<file path="config.mk">
export PLATFORM = sky130hd
export DESIGN_NAME = pwm_motor_ctrl
export DESIGN_NICKNAME = d
export VERILOG_FILES = /design/src/rtl/pwm_motor_pkg.sv /design/src/rtl/pwm_channel.sv /design/src/rtl/pwm_motor_ctrl.sv
export SDC_FILE = /design/constraint.sdc
export NUM_CORES = 1
export LEC_CHECK = 0
export ABC_AREA = 1
export CAP_MARGIN = 20
export CORE_MARGIN = 4
export CORE_UTILIZATION = 33
export CTS_BUF_LIST = sky130_fd_sc_hd__clkbuf_8
export CTS_CLUSTER_SIZE = 16
export DETAILED_ROUTE_END_ITERATION = 6
export GPL_TIMING_DRIVEN = 0
export PLACE_DENSITY = 0.5
export REMOVE_ABC_BUFFERS = 1
export SYNTH_ARGS = -nofsm -noshare
export SYNTH_HDL_FRONTEND = slang
export SYNTH_SLANG_ARGS = --single-unit
</file>
<file path="constraint.sdc">
create_clock -name clk -period 2.35 [get_ports clk]
set_input_delay 0.705 -clock clk [delete_from_list [all_inputs] [get_ports clk]]
set_output_delay 0.705 -clock clk [all_outputs]
set_load 0.02 [all_outputs]
</file>
<file path="src/rtl/pwm_motor_pkg.sv">
// pwm_motor_pkg
//   Shared definitions for the PWM motor driver:
//     - bridge direction encodings (DIR_COAST / DIR_FWD / DIR_REV / DIR_BRAKE)
//     - per-channel FSM state enum (ST_RUN, ST_DEAD)
//     - RAMP_EN: 1 when the build defines PWM_RAMP_EN (duty slew limiting)
//     - dir_pair(): maps a channel's direction and state onto its bridge pin pair
package pwm_motor_pkg;

    localparam logic [1:0] DIR_COAST = 2'b00;
    localparam logic [1:0] DIR_FWD   = 2'b01;
    localparam logic [1:0] DIR_REV   = 2'b10;
    localparam logic [1:0] DIR_BRAKE = 2'b11;

    typedef enum logic {
        ST_RUN  = 1'b0,
        ST_DEAD = 1'b1
    } ch_state_e;

`ifdef PWM_RAMP_EN
    localparam bit RAMP_EN = 1'b1;
`else
    localparam bit RAMP_EN = 1'b0;
`endif

    // Bridge pins follow the direction code directly; during dead time both
    // legs are released so neither high side conducts.
    function automatic logic [1:0] dir_pair(input logic [1:0] dir, input ch_state_e st);
        return (st == ST_DEAD) ? 2'b00 : dir;
    endfunction

endpackage

</file>
<file path="src/rtl/pwm_channel.sv">
// pwm_channel
//   One motor channel: pending (double-buffered) duty/dir, active duty/dir,
//   RUN/DEAD FSM with dead-time counter, optional duty ramp, and the PWM compare.
//   Optional feature macro: PWM_RAMP_EN (duty moves by at most RAMP_STEP per period).
// Ports
//   clk, rst     clock, synchronous active-high reset
//   apply        high on the last cycle of a period (cnt == PERIOD-1)
//   wr_en        write pending duty/dir this cycle
//   wr_duty      duty to write (clk cycles high per period)
//   wr_dir       direction to write (00 coast, 01 fwd, 10 rev, 11 brake)
//   cnt          shared period counter
//   pwm_o        registered PWM enable
//   dir_o        registered bridge pin pair
//   state_o      current FSM state (debug and cmd_ready gating)
module pwm_channel
    import pwm_motor_pkg::*;
#(
    parameter int DW        = 17,
    parameter int DEAD_CYC  = 1000,
    parameter int RAMP_STEP = 1000
) (
    input  logic          clk,
    input  logic          rst,
    input  logic          apply,
    input  logic          wr_en,
    input  logic [DW-1:0] wr_duty,
    input  logic [1:0]    wr_dir,
    input  logic [DW-1:0] cnt,
    output logic          pwm_o,
    output logic [1:0]    dir_o,
    output ch_state_e     state_o
);

    localparam int DCW  = (DEAD_CYC > 1) ? $clog2(DEAD_CYC) : 1;
    // Without ramping the step is larger than any duty, so one apply reaches the target.
    localparam int STEP = RAMP_EN ? RAMP_STEP : (1 << DW);

    logic [DW-1:0]  pend_duty_q, pend_duty_d;
    logic [1:0]     pend_dir_q, pend_dir_d;
    logic [DW-1:0]  duty_act_q, duty_act_d;
    logic [1:0]     dir_act_q, dir_act_d;
    ch_state_e      state_q, state_d;
    logic [DCW-1:0] dead_cnt_q, dead_cnt_d;
    logic           pwm_q, pwm_d;
    logic [1:0]     dir_q, dir_d;
    logic           reversal;

    // Saturating move of cur toward tgt by at most STEP; never overshoots.
    function automatic logic [DW-1:0] step_toward(input logic [DW-1:0] cur, input logic [DW-1:0] tgt);
        int c;
        int t;
        int r;
        c = int'(cur);
        t = int'(tgt);
        if (t > c) r = ((t - c) > STEP) ? (c + STEP) : t;
        else       r = ((c - t) > STEP) ? (c - STEP) : t;
        return DW'(r);
    endfunction

    always_comb begin
        // A write on the apply cycle itself bypasses into the apply decision.
        pend_duty_d = wr_en ? wr_duty : pend_duty_q;
        pend_dir_d  = wr_en ? wr_dir  : pend_dir_q;
        duty_act_d  = duty_act_q;
        dir_act_d   = dir_act_q;
        state_d     = state_q;
        dead_cnt_d  = dead_cnt_q;
        reversal    = ((dir_act_q == DIR_FWD) && (pend_dir_d == DIR_REV)) ||
                      ((dir_act_q == DIR_REV) && (pend_dir_d == DIR_FWD));
        case (state_q)
            ST_RUN: begin
                if (apply) begin
                    if (reversal) begin
                        // With ramping, slow to zero in the old direction before coasting.
                        if (RAMP_EN && (duty_act_q != '0)) begin
                            duty_act_d = step_toward(duty_act_q, '0);
                        end else begin
                            state_d    = ST_DEAD;
                            dead_cnt_d = DCW'(DEAD_CYC - 1);
                        end
                    end else begin
                        dir_act_d  = pend_dir_d;
                        duty_act_d = step_toward(duty_act_q, pend_duty_d);
                    end
                end
            end
            ST_DEAD: begin
                if (dead_cnt_q == '0) begin
                    state_d    = ST_RUN;
                    dir_act_d  = pend_dir_d;
                    duty_act_d = step_toward('0, pend_duty_d);
                end else begin
                    dead_cnt_d = dead_cnt_q - 1'b1;
                end
            end
            default: state_d = ST_RUN;
        endcase
        pwm_d = (state_q == ST_RUN) && (dir_act_q != DIR_BRAKE) && (cnt < duty_act_q);
        dir_d = dir_pair(dir_act_q, state_q);
    end

    always_ff @(posedge clk) begin
        if (rst) begin
            pend_duty_q <= '0;
            pend_dir_q  <= DIR_COAST;
            duty_act_q  <= '0;
            dir_act_q   <= DIR_COAST;
            state_q     <= ST_RUN;
            dead_cnt_q  <= '0;
            pwm_q       <= 1'b0;
            dir_q       <= 2'b00;
        end else begin
            pend_duty_q <= pend_duty_d;
            pend_dir_q  <= pend_dir_d;
            duty_act_q  <= duty_act_d;
            dir_act_q   <= dir_act_d;
            state_q     <= state_d;
            dead_cnt_q  <= dead_cnt_d;
            pwm_q       <= pwm_d;
            dir_q       <= dir_d;
        end
    end

    assign pwm_o   = pwm_q;
    assign dir_o   = dir_q;
    assign state_o = state_q;

endmodule

</file>
<file path="src/rtl/pwm_motor_ctrl.sv">
// pwm_motor_ctrl
//   N-channel PWM motor driver between line-tracking logic and H-bridge pins.
//   Owns the shared period counter, period_start pulse, command decode and the
//   cmd_ready mux; each channel is a pwm_channel instance.
//   Optional feature macro: PWM_RAMP_EN (duty ramp limited to RAMP_STEP per period).
// Handshake: a command transfers on any cycle where cmd_valid && cmd_ready.
//   cmd_ready is low during rst and while the channel selected by cmd_ch is in
//   dead time; out-of-range cmd_ch is accepted and discarded.
// Ports
//   clk, rst       clock, synchronous active-high reset
//   cmd_valid/ready command handshake
//   cmd_ch         target channel
//   cmd_duty       high time in clk cycles per period
//   cmd_dir        00 coast, 01 fwd, 10 rev, 11 brake
//   pwm_out        PWM enable per channel
//   dir_out        bridge pin pair per channel, pair i = [2i+1:2i]
//   period_start   one-cycle pulse for the counter==0 cycle
module pwm_motor_ctrl
    import pwm_motor_pkg::*;
#(
    parameter int NCH       = 2,
    parameter int PERIOD    = 100000,
    parameter int DW        = 17,
    parameter int DEAD_CYC  = 1000,
    parameter int RAMP_STEP = 1000,
    localparam int CHW      = (NCH > 1) ? $clog2(NCH) : 1
) (
    input  logic             clk,
    input  logic             rst,
    input  logic             cmd_valid,
    output logic             cmd_ready,
    input  logic [CHW-1:0]   cmd_ch,
    input  logic [DW-1:0]    cmd_duty,
    input  logic [1:0]       cmd_dir,
    output logic [NCH-1:0]   pwm_out,
    output logic [2*NCH-1:0] dir_out,
    output logic             period_start
);

    logic [DW-1:0]  cnt_q, cnt_d;
    logic           period_start_q, period_start_d;
    logic           apply;
    logic           ch_dead;
    logic [NCH-1:0] wr_en;
    logic [NCH-1:0] dead;

    always_comb begin
        apply          = (cnt_q == DW'(PERIOD - 1));
        cnt_d          = apply ? '0 : (cnt_q + 1'b1);
        period_start_d = (cnt_q == '0);
    end

    always_ff @(posedge clk) begin
        if (rst) begin
            cnt_q          <= '0;
            period_start_q <= 1'b0;
        end else begin
            cnt_q          <= cnt_d;
            period_start_q <= period_start_d;
        end
    end

    // Only the addressed channel's dead time blocks the port.
    always_comb begin
        ch_dead = 1'b0;
        for (int i = 0; i < NCH; i++) begin
            if ((cmd_ch == CHW'(i)) && dead[i]) ch_dead = 1'b1;
        end
    end

    assign cmd_ready = ~rst & ~ch_dead;

    always_comb begin
        wr_en = '0;
        for (int i = 0; i < NCH; i++) begin
            wr_en[i] = cmd_valid && cmd_ready && (cmd_ch == CHW'(i));
        end
    end

    for (genvar g = 0; g < NCH; g++) begin : g_ch
        ch_state_e st;
        pwm_channel #(
            .DW        (DW),
            .DEAD_CYC  (DEAD_CYC),
            .RAMP_STEP (RAMP_STEP)
        ) u_ch (
            .clk     (clk),
            .rst     (rst),
            .apply   (apply),
            .wr_en   (wr_en[g]),
            .wr_duty (cmd_duty),
            .wr_dir  (cmd_dir),
            .cnt     (cnt_q),
            .pwm_o   (pwm_out[g]),
            .dir_o   (dir_out[2*g+1:2*g]),
            .state_o (st)
        );
        assign dead[g] = (st == ST_DEAD);
    end

    assign period_start = period_start_q;

endmodule
</file>
Word-level counts from Yosys, hierarchy flattened
Index checks and enable logic that the tools add are counted.
Word-level totals
  flip-flop bits (word level): 122
  input port bits: 23
  output and inout bits: 8
  word-level logic and storage cells: 147
Operators by class
  $add $sub $neg: 13
  magnitude comparators: 14
  eq/ne operators: 21
  mux-type cells: 50
  bitwise gates (word level): 6
  reductions and logical operators: 25
Operator list (count)
  $mux 17: 20
  $gt 32x19->1 const B: 6
  $sub 17x17->18: 4
  $pmux 17 s2: 2
  $mux 10: 6
  $add 17x1->17 const B: 3
  $pmux 10 s2: 2
  $gt 17x18->1 const B: 2
  $sub 1x17->18 const A: 2
  $gt 17x1->1 const B: 2
  $gt 17x17->1: 2
  $lt 17x17->1: 2
  $sub 17x1->17 const B: 2
  $logic_not 10->1: 2
  $ne 2x2->1 const B: 10
  $sub 10x1->10 const B: 2
  $eq 17x17->1 const B: 1
  $logic_not 17->1: 1
  $mux 2: 8
  $logic_and 1x1->1: 13
  $reduce_and 3->1: 4
  $eq 2x1->1 const B: 4
  $eq 2x2->1 const B: 4
  $mux 1: 8
  7 further kinds: 17

Depth between registers and ports, before layout
  word-level depth: 16
  gate-level depth with buffers: 17
  mapped depth without buffers: 14

By module
A second synthesis with hierarchy kept.
Unflattened totals
  cell total of the unflattened synthesis: 922
  area total of the unflattened synthesis: 6741.5 sq um
Modules (own cells, without submodules)
  pwm_channel: instances 2, cells each 387, area each 2875.3 sq um, seq. area each 1041.0 sq um
  pwm_motor_ctrl: instances 1, cells each 148, area each 991.0 sq um, seq. area each 360.3 sq um

Least setup slack after synthesis
No wires, ideal clock.
  path kind: in2reg
  start: in cmd_ch
  end: reg g_ch[0].u_ch.dir_act_q[1]
  setup time: 110 ps
  arrival time: 2039 ps
  required time: 2240 ps
  path slack: 201 ps
  stages: 16
  buffers on the path: 4
  cells stage by stage: buf_4 nand2_1 nand2_1 nand2_2 buf_6 nand3_4 buf_8 nand2_4 nand3_2 nand2_2 nand3_4 nand3_4 buf_6 nand2_1 inv_1 nor2_1
On the way
  word-level cells in the longest chain between the ends: 14
  elaborated cells between the ends (all ways): 21
  those cells by class: 3 x eq/ne; 7 x mux; 3 x bitwise; 8 x reduce/logical
Ends and longest elaborated chain
  start: declaration: RTL line pwm_motor_ctrl.sv:32  | input logic [CHW-1:0] cmd_ch,
  $not 1->1: RTL line pwm_motor_ctrl.sv:67  | if ((cmd_ch == CHW'(i)) && dead[i]) ch_dead = 1'b1;
  $logic_and 1x1->1: RTL line pwm_motor_ctrl.sv:67
  $mux 1: RTL line pwm_motor_ctrl.sv:67
  $mux 1 *: RTL line pwm_motor_ctrl.sv:67
  $not 1->1 *: RTL line pwm_motor_ctrl.sv:71  | assign cmd_ready = ~rst & ~ch_dead;
  $and 1x1->1 *: RTL line pwm_motor_ctrl.sv:71
  net cmd_ready: RTL line pwm_motor_ctrl.sv:31  | output logic cmd_ready,
  $logic_and 1x1->1 * (2 in series): RTL line pwm_motor_ctrl.sv:76  | wr_en[i] = cmd_valid && cmd_ready && (cmd_ch == CHW'(i));
  $mux 2 *: RTL line pwm_channel.sv:63  | pend_dir_d = wr_en ? wr_dir : pend_dir_q;
  $eq 2x2->1 or $eq 2x1->1 (tied branches): RTL line pwm_channel.sv:68, pwm_channel.sv:69
  $logic_and 1x1->1, on equally long branches: RTL line pwm_channel.sv:68, pwm_channel.sv:69
  $logic_or 1x1->1: RTL line pwm_channel.sv:68  | reversal = ((dir_act_q == DIR_FWD) && (pend_dir_d == DIR_REV)) ||
  $ne 2x2->1 (no source line)
  $reduce_and 3->1 (no source line)
  end signal: assignment: RTL line pwm_channel.sv:116  | dir_act_q <= dir_act_d;
  end: declaration: RTL line pwm_channel.sv:41  | logic [1:0] dir_act_q, dir_act_d;
Mark *: on every way through the listed nets, which the timed path passes. The rest lies on a longest branch. The select of a mux whose other input is x is not followed.
A chain may end at the register's enable or synchronous reset.

Worst setup path in the final report
  start: in rst
  end: out cmd_ready
On the way
  word-level cells in the longest chain between the ends: 2
Ends and longest elaborated chain
  start: declaration: RTL line pwm_motor_ctrl.sv:29  | input logic rst,
  $not 1->1: RTL line pwm_motor_ctrl.sv:71
  $and 1x1->1: RTL line pwm_motor_ctrl.sv:71
  end: declaration: RTL line pwm_motor_ctrl.sv:31
Every way passes these cells.

==> summary by stage <==
Critical path
The type of origin of the critical path is an input port. The data required time at the worst endpoint is 1640 ps. The delay of the slowest cell on the worst path is 200 ps.

The setup path with the least slack is of type input port to output pin. Walking the worst path, the cells encountered are buf_8 -> buf_16 -> nor2_4 -> nand2_1 -> nand2_4 -> buf_4. The highest fanout seen on the critical path is 26. STA classifies the critical path endpoint as an output pin. On the critical path, the stage with the largest delay is an instance of buf_8.

The arrival time reported for the critical path endpoint is 1560 ps.

Clocking
The clock-pin slew on the worst setup and hold paths is 60 ps. The TritonCTS sink count is 122. The buffer depth of the longest clock path is 2.

For the worst-skew pair, the clock arrives at the later sink with an insertion delay of 450 ps. The clock tree from TritonCTS is done. The CTS buffer count is 17. In this run the clock root is driven by a clkbuf_8. The H-tree depth is 4.

Global route
The first global-routing pass estimated 27500 um of wire. The number of global-route vias before repair is 5323. In the global route stage, overall resource usage came out at 0.158. The initial antenna violation count is 0. The total overflow reported by the global router is 0.

Entering global routing, the biggest net connects 50 pins.

Drt
The initial detailed-routing violation count is 318. The number of remaining DRC errors is 0. The remaining antenna violation count after routing is 0. The routed layout has 5588 vias. After detailed routing, the total wire length is 17700 um.

The mean routed wirelength per cell is 14.7 um. The first TritonRoute pass finished after 5 iterations. After detailed routing, the number of vias per cell comes to 4.63.

Synth
The most used flip-flop cell after synthesis is dfxtp_1. Among all cell types in the netlist, the one instantiated most often is nand2_1. The library cell with the largest summed area after synthesis is dfxtp_1. In the synthesized netlist the async set-or-reset flop fraction comes to 0. In this run the cell area of the synthesized design comes to 0.00650 sq mm.

For this run, the number of Yosys warnings is 0. The register area share after synthesis is 0.376. The number of instances in the synthesized netlist is 889. The number of different library cells used by synthesis comes to 41.

The post-synthesis register bit count is 122. The top cell type's share of synthesized area is 0.376. By area the synthesized netlist is led by dfxtp_1 38%, nand2_1 10%, inv_1 8.5%. Each instance of the synthesized netlist takes up on average 7.31 sq um. The number of flops mapped to enable cells by yosys is 0.

By count the netlist is led by 173 x nand2_1, 147 x inv_1, 125 x nor2_1.

Timing
The peak clock frequency supported by timing is 441 MHz. For the pin with the worst max-slew slack, the measured transition is 675 ps. The number of max-slew violations in the final report came to 0. The number of endpoints failing setup at the final stage is 0. The worst hold margin is 466 ps. Of the available clock period, the critical path in the final layout requires 0.965. The worst path in the final design needs a cycle of 2270 ps, including I/O delays and setup.

Setup repair after global routing could not meet its margin everywhere. The post-route clock skew is 12.2 ps. The hold violation total from the final report is 0. Headroom to the max-slew limit came out at 0.550.

Run
The tool flagged a number of max-cap violations equal to 0.

Finish
Of the cells placed in the final design, the portion with a size suffix greater than 1 is 0.105. The number of standard cells in the layout, taps in and fillers out is 1206. The final standard cell area without fillers is 0.00771 sq mm.

The area growth from synthesis to layout is 18.8%. In the final design database the tool counted 987 nets. The antenna diode instance count is 0.

The share of the core filled with cells is 0.398.

Placed design
The placed instance area is 0.00694 sq mm. The number of buffers added on ports is 30. Once placement completed, the tool counted placed cells totaling 1149. The estimated wirelength of the detail-placed design is 10400 um. The placer's final routability congestion estimate is 0.786.

Hold path
In this run the worst hold path is classified as register to register.

Run status
The flow ran to the end, and the final reports show no timing, DRC or antenna violations.

Floorplan
The floorplan row count is 51. The placeable core region is 0.0194 sq mm. The overall die area is 0.0220 sq mm.

The initial utilization of the core area, before any placement, comes to 0.335. The floorplan step set the die height to 148 um. The die width is 148 um.

Pin placement for this block handled 31 I/O pins.

Power
Across the VDD grid, the largest voltage drop is 0.311 mV. The total leakage power is 0.00382 uW. The power density over cell area is 557 mW/mm^2.
metal layers:
layer / up-vias / wire [um] / track usage
met5: - / 0 / 0
met4: 0 / 252 / 0.0457
met1: 2543 / 8960 / 0.219
met3: 16 / 613 / 0.0341
met2: 91 / 7900 / 0.250
li1: 2938 / - / -
critical path: cells and delay by family:
family | cells | cell delay [ps]
buffers and inverters | 3 | 570
AND/OR/NAND/NOR | 3 | 270
kinds of logic (layout without fill, tap and decap cells):
family | after synthesis | in the layout | synth area share
buf+inv | 186 | 231 | 0.122
flops | 122 | 122 | 0.376
simple gates | 436 | 442 | 0.307
fa+ha+maj | 36 | 36 | 0.0693
compound gates | 70 | 71 | 0.0666
xor+xnor | 5 | 5 | 0.00674
mux | 34 | 34 | 0.0524
final timing paths:
kind / start / to / slack, ps / cells past startpoint
max: rst / cmd_ready / 80 / 6
min: g_ch[1].u_ch.dead_cnt_q[1]$_SDFFE_PP0P_ / g_ch[1].u_ch.dead_cnt_q[1]$_SDFFE_PP0P_ / 470 / 2
max reg2reg: cnt_q[1]$_SDFF_PP0_ / g_ch[1].u_ch.dir_act_q[0]$_SDFFE_PP0P_ / 190 / 12
min reg2reg: g_ch[1].u_ch.dead_cnt_q[1]$_SDFFE_PP0P_ / g_ch[1].u_ch.dead_cnt_q[1]$_SDFFE_PP0P_ / 470 / 2
sequential cells by signal, indices dropped and copies added, names as in the netlist, 4 cells and up:
signal                 cells
g_ch.u_ch.pend_dir_q       4
g_ch.u_ch.dir_act_q        4
g_ch.u_ch.pend_duty_q     34
g_ch.u_ch.duty_act_q      34
cnt_q                     17
g_ch.u_ch.dir_o            4
g_ch.u_ch.dead_cnt_q      20
cells in the final DEF (no fill, tap or decap), types with 4 or more instances in the layout:
cell type and n:
ha_1 36, nand2_1 165, nor2_1 123, nor3_1 18, inv_1 149, dfxtp_1 120
buf_4 16, clkinv_2 7, o21ai_0 22, clkbuf_8 20, o21bai_1 12, a21oi_1 20
o31ai_1 4, nand4_1 52, nor3b_1 5, buf_12 4, nand3_2 4, nand3_1 33
nand2_4 5, clkdlybuf4s50_1 26, nand2_2 10, nand3_4 8, mux2i_1 34
through the flow:
| step | setup TNS, ps | power [uW] | setup slack, ps |
|---|---|---|---|
| after detailed placement | -109700 | 2480 | -1810 |
| after CTS | -1860 | 4340 | -84.2 |
| final | 0 | 4290 | 81.8 |
| after global routing | -130 | 4490 | -40.0 |
| after global placement | -341610 | 2480 | -3790 |
| after floorplan | -19910 | 2350 | -677 |
repair_timing:
item | CTS | global route
gates resized for setup | 19 | 22
buffers inserted | 12 | 6
endpoints found under the hold margin | 0 | 0
hold buffers | 0 | 0
pin swaps | 4 | 5
cloned | 3 | 4
endpoints found under the setup margin | 80 | 63
report_power, final:
group / switching (uW) / leakage [uW] / internal (uW) / total [uW]
combinational: 198 / 0.00262 / 141 / 339
clock: 833 / 0.000215 / 1000 / 1830
sequential: 17.2 / 0.000988 / 2100 / 2120
cell type report:
cell class / count / area, sq um
fillers: 2091 / 11700
clock inverters: 12 / 106
clock buffers: 20 / 275
repair buffers: 50 / 523
multi-input cells: 588 / 3470
flip-flops and latches: 122 / 2440
inverters: 149 / 559
well taps: 265 / 332
(Power assumes the default switching activity.)
